### src/rtl/pipe_ctrl_pkg.sv
// Shared types and helpers for the pipeline hazard controller:
// timer states, stage indices and a highest-set-bit search.
package pipe_ctrl_pkg;

    typedef enum logic [1:0] {
        IDLE,
        BUSY,
        DONE
    } mc_state_t;

    localparam int STG_PC  = 0;
    localparam int STG_IF  = 1;
    localparam int STG_ID  = 2;
    localparam int STG_EX  = 3;
    localparam int STG_MEM = 4;
    localparam int STG_WB  = 5;

    // Returns -1 when no bit is set.
    function automatic int hsb(input logic [31:0] v);
        int r;
        r = -1;
        for (int i = 0; i < 32; i++) begin
            if (v[i]) r = i;
        end
        return r;
    endfunction

endpackage

### src/rtl/pipe_ctrl_mc.sv
// Multi-cycle stall timer: IDLE -> BUSY for N cycles -> DONE for one cycle.
// An abort from an applied younger-killing flush drops BUSY straight to IDLE.
module pipe_ctrl_mc
    import pipe_ctrl_pkg::*;
#(
    parameter int STAGES = 6,
    parameter int CNT_W  = 6
) (
    input  logic                      clk,
    input  logic                      rst,
    input  logic                      mc_start,
    input  logic [$clog2(STAGES)-1:0] mc_stage,
    input  logic [CNT_W-1:0]          mc_cycles,
    input  logic                      abort,
    output logic                      busy,
    output logic                      done
);

    mc_state_t        state_q, state_d;
    logic [CNT_W-1:0] cnt_q, cnt_d;

    always_ff @(posedge clk or negedge rst) begin
        if (!rst) begin
            state_q <= IDLE;
            cnt_q   <= '0;
        end else begin
            state_q <= state_d;
            cnt_q   <= cnt_d;
        end
    end

    always_comb begin
        state_d = state_q;
        cnt_d   = cnt_q;
        unique case (state_q)
            IDLE: begin
                if (mc_start && (mc_cycles != '0) && (int'(mc_stage) < STAGES)) begin
                    state_d = BUSY;
                    cnt_d   = mc_cycles;
                end
            end
            BUSY: begin
                if (abort) begin
                    state_d = IDLE;
                    cnt_d   = '0;
                end else begin
                    cnt_d = cnt_q - CNT_W'(1);
                    if (cnt_q == CNT_W'(1)) state_d = DONE;
                end
            end
            DONE: state_d = IDLE;
            default: begin
                state_d = IDLE;
                cnt_d   = '0;
            end
        endcase
    end

    assign busy = (state_q == BUSY);
    assign done = (state_q == DONE);

endmodule

### src/rtl/pipe_ctrl.sv
// Pipeline hazard controller: merges stall, flush and multi-cycle timer requests
// into per-stage stall/flush vectors. Define PIPE_CTRL_STATS_EN for stall/flush counters.
module pipe_ctrl
    import pipe_ctrl_pkg::*;
#(
    parameter int STAGES = 6,
    parameter int CNT_W  = 6
) (
    input  logic                      clk,
    input  logic                      rst,
    input  logic [STAGES-1:0]         stall_req,
    input  logic [STAGES-1:0]         flush_req,
    input  logic                      mc_start,
    input  logic [$clog2(STAGES)-1:0] mc_stage,
    input  logic [CNT_W-1:0]          mc_cycles,
    output logic [STAGES-1:0]         stall,
    output logic [STAGES-1:0]         flush,
    output logic                      flush_ack,
    output logic                      mc_busy,
    output logic                      mc_done
`ifdef PIPE_CTRL_STATS_EN
    ,
    output logic [31:0]               stall_cnt,
    output logic [31:0]               flush_cnt
`endif
);

    localparam logic [STAGES-1:0] ONE = STAGES'(1);

    logic [STAGES-1:0] eff, eff_m, stall_c, flush_c;
    logic              ack_c, abort;
    int                f_idx, k_idx;

    // Stall requests from stages younger than the flushing stage are squashed,
    // so they are masked before picking the highest stalling stage.
    always_comb begin
        eff     = stall_req | (mc_busy ? (ONE << mc_stage) : '0);
        f_idx   = hsb(32'(flush_req) & ~32'd1);
        eff_m   = '0;
        stall_c = '0;
        flush_c = '0;
        for (int i = 0; i < STAGES; i++) begin
            if (i >= f_idx) eff_m[i] = eff[i];
        end
        k_idx = hsb(32'(eff_m));
        ack_c = (f_idx > 0) && (k_idx < 0);
        for (int i = STG_PC; i < STAGES; i++) begin
            if (i <= k_idx) stall_c[i] = 1'b1;
            if ((k_idx >= 0) && (i == k_idx + 1)) flush_c[i] = 1'b1;
            if (ack_c && (i >= STG_IF) && (i < f_idx)) flush_c[i] = 1'b1;
        end
        abort = ack_c && (f_idx > int'(mc_stage));
    end

    assign stall     = rst ? stall_c : '0;
    assign flush     = rst ? flush_c : '0;
    assign flush_ack = rst ? ack_c : 1'b0;

    pipe_ctrl_mc #(
        .STAGES (STAGES),
        .CNT_W  (CNT_W)
    ) u_mc (
        .clk       (clk),
        .rst       (rst),
        .mc_start  (mc_start),
        .mc_stage  (mc_stage),
        .mc_cycles (mc_cycles),
        .abort     (abort),
        .busy      (mc_busy),
        .done      (mc_done)
    );

`ifdef PIPE_CTRL_STATS_EN
    always_ff @(posedge clk or negedge rst) begin
        if (!rst) begin
            stall_cnt <= '0;
            flush_cnt <= '0;
        end else begin
            if (stall[STG_PC] && (stall_cnt != '1)) stall_cnt <= stall_cnt + 32'd1;
            if (flush_ack && (flush_cnt != '1)) flush_cnt <= flush_cnt + 32'd1;
        end
    end
`endif

endmodule
### config.mk
export PLATFORM = sky130hd
export DESIGN_NAME = pipe_ctrl
export DESIGN_NICKNAME = d
export VERILOG_FILES = /design/src/rtl/pipe_ctrl_pkg.sv /design/src/rtl/pipe_ctrl_mc.sv /design/src/rtl/pipe_ctrl.sv
export SDC_FILE = /design/constraint.sdc
export NUM_CORES = 1
export LEC_CHECK = 0
export BUFFER_PORTS_ARGS = -buffer_cell sky130_fd_sc_hd__buf_2
export CORE_ASPECT_RATIO = 0.7
export CORE_MARGIN = 2
export CORE_UTILIZATION = 50
export DETAILED_ROUTE_END_ITERATION = 10
export GPL_TIMING_DRIVEN = 1
export PLACE_DENSITY = 0.8
export SYNTH_ARGS = -nofsm -noshare
export SYNTH_HDL_FRONTEND = slang
export SYNTH_SLANG_ARGS = --single-unit
### constraint.sdc
create_clock -name clk -period 2.7 [get_ports clk]
set_clock_uncertainty 0.1 [all_clocks]
set_input_delay 0.135 -clock clk [delete_from_list [all_inputs] [get_ports clk]]
set_output_delay 0.135 -clock clk [all_outputs]
set_load 0.05 [all_outputs]
==> reports/results.env <==
FINAL_CELL_COUNT_NO_FILL=219
HIGHEST_ACHIEVABLE_CLOCK_RATE_MHz=315
CTS.SINKS=8
MAPPEDNETLISTNETS=159
HOLD_CRIT_START='mc_cycles[5]'
CRITICAL_PATH_CLASS='reg -> out'
FINALWIRELENGTH_UM=3800
TIMING.SLEW.HEADROOM_PCT=53.6
POST_SYNTH_INST_COUNT=127
DRT-VIAS-PER-INSTANCE=5.90
YS_ASYNC_SR_FRACTION_PCT=100
WORSTPATHARRIVAL_PS=2940
CLOCKROOTBUFFER='clkbuf_4'
ROUTEDWLPERCELL_UM=17.3
NUMBER_OF_MAX_CAPACITANCE_VIOLATIONS_REPORTED=0
PLACE.PORT_BUFFERS=36
CRITPATHCAPTURETYPE='primary output'
DIEHEIGHT_UM=43.7
LEAST_MARGIN_PIN_SLEW_PS=696
POSTLAYOUTSETUPSLACKWORST_PS=-474
SYNTH-SEQ-CELLS=8
WIRE_LENGTH_OF_THE_FIRST_GLOBAL_ROUTING_PASS_UM=6180
TRITONCTS='done'
CRITPATHMAXFANOUT=4
IO-PIN-COUNT=39
DIEAREA_UM2=2650
TIMING.FINAL.CRIT_SHARE_PCT=118
PART_OF_THE_YOSYS_AREA_USED_FOR_SEQUENTIAL_ELEMENTS_PCT=17.8
TRITONCTS.NUM_BUFFERS=3
PLACE_WORST_SETUP_SLACK_PS=-271
SEQCELLAREA_UM2=201
OUTCOME='finished, violations left'
FINALSETUPVIOLATIONS=5
HTREEDEPTH=1
NUM_ROWS=14
GRT_PASS1_VIAS=1325
GRT_SETUP_UNREPAIRED='yes'
PLACEDCELLCOUNT=212
POSTSYNTH.TOPFLOPCELL='dfrtp_1'
FINALHOLDVIOLCOUNT=0
FINAL_ANTENNA_NET_COUNT=0
MAX-CLOCK-PATH-BUFFERS=2
YS_TYPES=52
CRITICAL_PATH.STARTPOINT_TYPE='flip-flop'
DRIVE_GT1_SHARE_PCT=48.1
FLOW.AREA_GROWTH_FROM_SYNTHESIS_PCT=53.5
SETUP_TNS_PS=-2240
GRTUSAGETOTAL_PCT=31.5
PLACE.DETAILED.HPWL_UM=2710
WHS_PS=87.6
POWERDENSITY_nW_PER_UM2=601
FINALWEIGHTEDCONGESTION=0.944
DRT_ITER0_DRC=71
ANTENNA_CELLS_INSERTED=0
CRIT_REQUIRED_PS=2470
VIOLATIONS='setup timing'
LAYOUT.NETS=220
MULTI_INPUT_COMB_AREA_UM2=1010
GRT_START_MAX_NET_PINS=16
SYNTH.AVG_CELL_AREA_UM2=8.85
CTS.CLK_SLEW.WORST_PATHS_PS=60
DRT_PRE_ANTENNA_ITERS=4
TIMING.RR.START='u_mc.state_q[0]'
START_UTIL_PCT=52.6
IR_DROP_mV=0.432
GRT_ANTENNA_BEFORE_REPAIR=0
SYNTH_ENABLE_FLOP_CELLS=0
CORE_UM2=2140
HOLDCRITPATHCLASS='in -> reg'
VIA_COUNT=1293
DETAIL_ROUTE.DRC_VIOLATIONS=0
POST-ROUTE-MIN-PERIOD_PS=3170
WORST_SKEW_PAIR.LATE_LATENCY_PS=270
SYNTHESIS.AREA_UM2=1120
YS.WARNINGS.COUNT=0
DIE_W_UM=60.7
FILL_CELLS=145
POWER.STATIC_LEAKAGE_nW=0.755
SETUP.WORST_PATH.START='u_mc.state_q[0]'
DRV_SLEW=0
GR-TOTAL-OVERFLOW=0
critical path: stages (launching register included):
cell	delay [ps]
dfrtp_1	420
nor4bb_4	200
o311ai_4	350
o21ai_4	120
or2_4	280
ha_4	270
nand4b_1	160
nor3_4	210
nand4_1	270
o21ai_4	210
buf_6	180
routing by layer:
metal | wire (µm) | up-vias | share of wire (%) | global-route usage, %
li1 | - | 599 | - | -
met2 | 1860 | 76 | 49 | 52.3
met3 | 302 | 16 | 8.0 | 6.57
met4 | 100 | 0 | 2.6 | 9.13
met5 | 0 | - | 0 | 0
met1 | 1540 | 602 | 40 | 41.4
stage by stage:
stage / utilization [%] / area (µm²) / total power (W)
2_1_floorplan: - / 1220 / 0.000688
3_3_place_gp: 73.9 / 1580 / 0.000832
3_5_place_dp: 73.9 / 1580 / 0.000865
4_1_cts: 80.4 / 1720 / 0.00100
5_1_grt: 80.7 / 1720 / 0.00109
6_report: 80.7 / 1720 / 0.00104
timing repair:
action	in CTS	in global routing
pin swaps	10	5
setup buffers	2	1
hold endpoints to repair	8	0
setup endpoints to repair	5	5
hold buffers	1	0
gates resized for setup	18	1
final cells by class:
cell class                      instances  share of cell area [%]
Timing Repair Buffer                   60                    22.9
Sequential cell                         8                    11.7
Multi-Input combinational cell        103                    58.7
Clock buffer                            4                    1.52
Inverter                               12                    2.90
Tap cell                               32                    2.32
Yosys cell counts, types with 3 or more instances:
cell type   n  area share [%]
nand2b_1    3             1.7
o22ai_1     6             3.3
mux2i_1     8             7.1
nor2b_1     3             1.7
o32ai_1     3             2.3
ha_1        8             8.9
dfrtp_1     8              18
inv_1      11             3.7
nor3_1      7             3.1
or2_1       3             1.7
nor2_1      9             3.0
buf_2       3             1.3
a21oi_1     4             1.8
nand2_1     5             1.7
flip-flops by register name, indices dropped and copies added, names as in the netlist:
signal	cells
u_mc.cnt_q	6
u_mc.state_q	2
path summary, 6_finish.rpt:
path | end | slack, ps | cells after the start
worst max-delay path | flush[4] | -470 | 10
worst min-delay path | u_mc.cnt_q[5] | 90 | 3
worst max register to register | u_mc.cnt_q[1] | 650 | 6
worst min register to register | u_mc.cnt_q[0] | 490 | 1
max in group asynchronous | u_mc.cnt_q[0] | 2020 | 2
min in group asynchronous | u_mc.state_q[0] | 210 | 2
cells in the final DEF (no fill, tap or decap), types with 3 or more instances in the layout:
cell type / count
a21oi_1: 3
nand2_1: 4
buf_4: 23
dfrtp_1: 7
nor2b_1: 3
nor3_1: 6
nand2b_1: 3
buf_2: 31
ha_1: 5
inv_1: 11
o22ai_1: 6
or2_1: 3
clkbuf_4: 3
ha_4: 3
nor2_1: 9
mux2i_1: 8
buf_6: 5
where the power goes:
part | switching [W] | leakage, nW | internal (W) | total, W
combinational | 0.000397 | 0.642 | 0.000294 | 0.000691
clock | 0.0000452 | 0.0150 | 0.0000568 | 0.000102
sequential | 0.0000676 | 0.0983 | 0.000176 | 0.000243
total | 0.000510 | 0.755 | 0.000527 | 0.00104
cell families (layout without fill, tap and decap cells):
group / Yosys count / count (layout) / share of synthesized area [%]
simple gates: 49 / 49 / 28.7
flops: 8 / 8 / 17.8
other cells: 1 / 1 / 0.334
mux: 8 / 8 / 7.13
fa+ha+maj: 8 / 8 / 8.91
compound gates: 33 / 33 / 28.0
xor+xnor: 4 / 4 / 3.12
buf+inv: 16 / 76 / 6.01
Power figures use the tool's default switching activity.
